===== src/rtl/debounce_pkg.sv =====
// Shared types and constants for the slide-switch / push-button debouncer.
package debounce_pkg;

   typedef enum logic [1:0] {
      ST_LO,
      WAIT_HI,
      ST_HI,
      WAIT_LO
   } db_state_t;

   localparam int MIN_STABLE = 2;

endpackage


===== src/rtl/debounce_channel.sv =====
// One switch channel: 2-FF synchronizer, stability counter, level FSM, edge pulses.
module debounce_channel
   import debounce_pkg::*;
#(
   parameter int STABLE_CYCLES = 50000,
   parameter int CNT_W         = $clog2(STABLE_CYCLES + 1)
) (
   input  logic clk,
   input  logic rst,
   input  logic sw_raw,
   output logic sw_db,
   output logic rise,
   output logic fall
);

   localparam logic [CNT_W-1:0] LAST = CNT_W'(STABLE_CYCLES - 1);

   logic [1:0]       sync;
   logic             s;
   logic [CNT_W-1:0] cnt;
   db_state_t        state;

   always_ff @(posedge clk or posedge rst) begin
      if (rst) begin
         sync <= '0;
      end else begin
         sync <= {sync[0], sw_raw};
      end
   end

   assign s = sync[1];

   // Any opposite sample while waiting drops back to the stable state.
   always_ff @(posedge clk or posedge rst) begin
      if (rst) begin
         state <= ST_LO;
         cnt   <= '0;
         sw_db <= 1'b0;
         rise  <= 1'b0;
         fall  <= 1'b0;
      end else begin
         rise <= 1'b0;
         fall <= 1'b0;
         unique case (state)
            ST_LO: begin
               if (s) begin
                  state <= WAIT_HI;
                  cnt   <= '0;
               end
            end
            WAIT_HI: begin
               if (!s) begin
                  state <= ST_LO;
               end else if (cnt == LAST) begin
                  state <= ST_HI;
                  sw_db <= 1'b1;
                  rise  <= 1'b1;
               end else begin
                  cnt <= cnt + CNT_W'(1);
               end
            end
            ST_HI: begin
               if (!s) begin
                  state <= WAIT_LO;
                  cnt   <= '0;
               end
            end
            WAIT_LO: begin
               if (s) begin
                  state <= ST_HI;
               end else if (cnt == LAST) begin
                  state <= ST_LO;
                  sw_db <= 1'b0;
                  fall  <= 1'b1;
               end else begin
                  cnt <= cnt + CNT_W'(1);
               end
            end
            default: begin
               state <= ST_LO;
               cnt   <= '0;
            end
         endcase
      end
   end

endmodule


===== src/rtl/switch_debouncer.sv =====
// Debounces N_CH raw board switches; each channel is an independent debounce_channel.
module switch_debouncer
   import debounce_pkg::*;
#(
   parameter int N_CH          = 2,
   parameter int STABLE_CYCLES = 50000,
   parameter int CNT_W         = $clog2(STABLE_CYCLES + 1)
) (
   input  logic            clk,
   input  logic            rst,
   input  logic [N_CH-1:0] sw_raw,
   output logic [N_CH-1:0] sw_db,
   output logic [N_CH-1:0] rise,
   output logic [N_CH-1:0] fall
);

   if (STABLE_CYCLES < MIN_STABLE) begin : g_bad_param
      $error("switch_debouncer: STABLE_CYCLES must be >= 2");
   end

   for (genvar i = 0; i < N_CH; i++) begin : g_ch
      debounce_channel #(
         .STABLE_CYCLES (STABLE_CYCLES),
         .CNT_W         (CNT_W)
      ) u_ch (
         .clk    (clk),
         .rst    (rst),
         .sw_raw (sw_raw[i]),
         .sw_db  (sw_db[i]),
         .rise   (rise[i]),
         .fall   (fall[i])
      );
   end

endmodule


===== config.mk =====
export PLATFORM = sky130hd
export DESIGN_NAME = switch_debouncer
export DESIGN_NICKNAME = d
export VERILOG_FILES = /design/src/rtl/debounce_pkg.sv /design/src/rtl/debounce_channel.sv /design/src/rtl/switch_debouncer.sv
export SDC_FILE = /design/constraint.sdc
export NUM_CORES = 1
export LEC_CHECK = 0
export ABC_CLOCK_PERIOD_IN_PS = 2300
export BUFFER_PORTS_ARGS = -buffer_cell sky130_fd_sc_hd__buf_2
export CAP_MARGIN = 20
export CORE_ASPECT_RATIO = 1.75
export CORE_MARGIN = 2
export CORE_UTILIZATION = 49
export CTS_BUF_LIST = sky130_fd_sc_hd__clkbuf_4
export CTS_CLUSTER_DIAMETER = 50
export DETAILED_ROUTE_END_ITERATION = 8
export PLACE_DENSITY = 0.66
export SYNTH_ARGS = -nofsm -noshare
export SYNTH_HDL_FRONTEND = slang
export SYNTH_HIERARCHICAL = 1
export SYNTH_SLANG_ARGS = --single-unit

===== constraint.sdc =====
create_clock -name clk -period 2.3 [get_ports clk]
set_clock_uncertainty 0.05 [all_clocks]
set_input_delay 0.23 -clock clk [delete_from_list [all_inputs] [get_ports clk]]
set_output_delay 0.23 -clock clk [all_outputs]
set_load 0.01 [all_outputs]

; ---- Word-level counts from Yosys, hierarchy flattened
; Cells that the tools add are included.
[totals]
regBits = 46
out_inout_bits = 6
[classes]
muxes = 46
reduce_logical = 10
n_addsub = 2
n_eq_ne = 24
[ops]
columns = cell, count
row1 = 2-to-1 mux 16 bit, 10
row2 = case mux 16 bit (4 select lines), 2
row3 = adder 16 x 1 -> 16 bit (second input constant), 2
row4 = equality test 16 bit (second input constant), 2
row5 = 2-to-1 mux 2 bit, 12
row6 = 2-to-1 mux 1 bit, 18
row7 = inequality test 2 x 1 -> 1 bit (second input constant), 8
row8 = case mux 2 bit (4 select lines), 2
row9 = AND reduction 4 bit, 4
row10 = AND reduction 5 bit, 2
row11 = equality test 2 bit (second input constant), 4
row12 = inequality test 2 bit (second input constant), 4
row13 = inequality test 3 x 1 -> 1 bit (second input constant), 2
row14 = inequality test 3 bit (second input constant), 2
row15 = equality test 2 x 1 -> 1 bit (second input constant), 2
row16 = zero test 2 bit, 2
row17 = case mux 1 bit (2 select lines), 2
row18 = nonzero test 2 bit, 2

; ---- Depth between registers and ports, before layout
[logic_depth]
depth_word = 4
ltp_mapped = 6

; ---- Hierarchy
; Netlist, hierarchy kept.
[by_module_without_submodules]
columns = mod, seq_area_each_um2, area_per_inst_um2, instances, cells_per_inst
row1 = debounce_channel at g_ch[0].u_ch, 575.6, 1360.1, 1, 138
row2 = debounce_channel at g_ch[1].u_ch, 575.6, 1275.0, 1, 136

; ---- Worst setup path before layout
; OpenSTA, ideal clock, no wires.
[synth_path]
kind = reg-to-reg
startpoint = reg g_ch[0].u_ch.cnt[0]
endpoint = reg (tool-made name)
arrival_time_ns = 1.699
stages_incl_launch_ff = 7
synth_period_minus_slack_ns = 1.867
n_path_buf = 1
required_time_ns = 2.131
setup_slack_ns = 0.433
setup_ns = 0.119
cell_sequence = dfrtp_1 > ha_1 > or4bb_1 > nor4_4 > buf_6 > nand2_2 > a21bo_1
[synth_lines]
columns = item, line_no
row1 = from (decl), debounce_channel.sv:20  ; logic [CNT_W-1:0] cnt;
row2 = from (signal assigned), debounce_channel.sv:59  ; cnt <= cnt + CNT_W'(1);
row3 = from (signal assigned), debounce_channel.sv:76  ; cnt <= cnt + CNT_W'(1);

==> run metrics <==
Cell Area, Synth 2640 µm²; number of I/O port buffers 9; Cells after Synth 274; Area after DPL 2700 µm²; Slew Limit Headroom 0.587; Final period util 0.890; total clock sinks 46; Chip Width 59.4 µm; Net Sw Frac 0.261; combinational cell fraction of total power 0.086; kind of critical path reg -> reg; status finished, final reports clean; Post-synth EDFFs 0; Vias 2093; Internal 1120 µW; Crit path largest cell delay 0.57 ns; ANT nets after route 0; antenna violations before repair 0; CTS Buf Count 5; clock power share 0.331; Starting DRT DRC Count 93; register area share after synthesis 0.437; Critical Path RT 2.52 ns; total track usage 0.215; worst-path cell with the longest stage delay or4bb_1; ys flop type dfrtp_1; Ant. Diodes 0; vias in the first global route 2151; Switch Pwr 396 µW; fraction of layout instances using a drive strength above 1 0.161; drt wl/cell 16.1 µm; core area 5210 µm²; Synth Net Count 280; Worst Max-Slew Pin Slew 0.615 ns; Synth top cells by count 46 x dfrtp_1, 38 x nand2_1, 24 x nand3_1; sequential share of power 0.583; minimum clock period 2.05 ns; Row Count 35; crit path DAT 2.27 ns; Unique masters post-synth 64; # IOs 10; largest net degree at the start of global routing 24; first-pass GRT wire length 9930 µm; Via density 6.16; synth-to-layout area growth 6.79%; Max Root-Sink Buffers 2; post-cts gate resize count 0; maximum vdd ir drop 0.294 mV; CTS tree done; DRC 0; top cell type by total area after synthesis dfrtp_1; P_leak 0.00128 µW; Yosys reg bits 46; Pwr per Cell Area 539 nW/µm²; Starting Density 0.506; max-slew violation count 0; most common cell in the netlist dfrtp_1; Worst Path Max Fanout 12; Async S/R FF share, synth 1.00; global route overflow 0; drt pass-1 iters 5; Mapped Avg Cell Area 9.62 µm²; Synth area leaders dfrtp_1 44%, nand2_1 5.4%, nand3_1 4.6%, o211ai_1 3.4%, mux2i_1 2.3%; RSZ-0062 raised after global routing false; routability congestion estimate 0.809; HPWL after detailed placement 3930 µm; Die Height 101 µm; final wirelength 5470 µm; Worst-path clk slew 0.14 ns; latest clock arrival within the worst-skew pair 0.36 ns; Final nets 290; hold crit path type reg -> reg; type of origin of the critical path flip-flop; Max Freq 489 MHz; Syn. warnings 6; final setup fails 0; Max-Cap Viols 0; Hold Fails Final Rpt 0; CP Cell Sequence ha_1, or4bb_1, nor4_4, buf_4, nand2_2, a21bo_1; H-tree lvl count 2; final hold slack 0.317 ns; CTS root buffer clkbuf_4; full die area 6000 µm²; setup TNS 0 ns; top cell type's share of synthesized area 0.437; post-route design area 2810 µm²; crit end category flip-flop
## power by group through the flow
stage | clock [µW] | combinational (µW) | sequential (µW)
after floorplan | 0 | 107 | 878
after global placement | 0 | 127 | 897
after detailed placement | 0 | 129 | 900
after CTS | 528 | 133 | 884
after global routing | 556 | 150 | 891
final | 502 | 130 | 884
## final timing paths
kind                                      start  slack (ns)                   end  cells past startpoint
min in group asynchronous                   rst        0.38   g_ch[0].u_ch/cnt[7]                      4
max in group asynchronous                   rst        1.57     g_ch[1].u_ch/rise                      4
max reg2reg                 g_ch[0].u_ch/cnt[0]        0.25             flip-flop                      6
min                        g_ch[0].u_ch/sync[0]        0.32  g_ch[0].u_ch/sync[1]                      0
min reg2reg                g_ch[0].u_ch/sync[0]        0.32  g_ch[0].u_ch/sync[1]                      0
max                         g_ch[0].u_ch/cnt[0]        0.25             flip-flop                      6
## routing by layer
metal / global-route usage / share of wire
met5: 0 / 0
met4: 0.114 / 0.040
met3: 0.0372 / 0.018
met2: 0.389 / 0.58
met1: 0.226 / 0.36
## worst max-delay path: cells and delay by family, from the launching register on
kind,cells,cell delay (ns)
fa+ha+maj,1,0.25
buf+inv,1,0.24
simple gates,3,0.81
flops,1,0.42
compound gates,1,0.19
## state kept, by name, summed over array words and instances, names as in the netlist, named ones only
name             cells
g_ch.u_ch/cnt       32
g_ch.u_ch/sync       4
g_ch.u_ch/fall       2
g_ch.u_ch/rise       2
g_ch.u_ch/state      2
g_ch.u_ch/sw_db      2
## through the flow
step	total power (µW)	utilization	std cells	setup WS (ns)
floorplan	985	-	274	0.433
global placement	1020	0.518	329	0.367
detailed placement	1030	0.518	329	0.286
CTS	1540	0.540	340	0.259
global route	1600	0.540	340	0.132
finish	1520	0.540	340	0.254
## cell usage in the layout (no fill, tap or decap), types with 2 or more instances in the layout
cell and instances:
mux2i_1 6, buf_4 6, nand4_1 5, and4b_1 2, or4_1 5, mux2_2 3, dfrtp_1 46, xnor2_1 2
a22o_1 4, and3_1 5, nand3b_1 2, dlygate4sd3_1 3, nor3_1 3, a31o_2 2, a211o_1 2, o21ai_0 9
clkbuf_4 5, a31oi_1 3, or2_1 2, and4_1 5, inv_1 13, nor4_1 3, or3_2 2, nand2b_1 2
or3_1 6, nand3_1 24, clkinvlp_4 2, buf_2 9, nor3b_1 2, o211ai_1 12, nor2_1 9, a21oi_1 8
o311ai_0 2, ha_1 2, nor4b_1 2, nand2_1 38
## logic make-up after synthesis
family                     Yosys count  synth area share
and+or+nand+nor                    130             0.293
AOI/OAI and AO/OA                   54             0.148
DFF                                 46             0.437
buffers and inverters               29            0.0613
muxes                                9            0.0356
xor gates and xnor gates             4            0.0161
adders and majority gates            2           0.00950
## what timing repair did
item,in CTS,in global routing
buffers inserted,0,0
endpoints found under the hold margin,48,0
hold buffers,3,0
endpoints found under the setup margin,0,0
## cell type report
cell class / instances / area [µm²]
Clock inverter: 3 / 45.0
Clock buffer: 5 / 37.5
Sequential cell: 46 / 1150
Tap cell: 55 / 68.8
Timing Repair Buffer: 19 / 140
Fill cell: 467 / 2400
Inverter: 13 / 48.8
Multi-Input combinational cell: 199 / 1320
(Power assumes the default switching activity.)
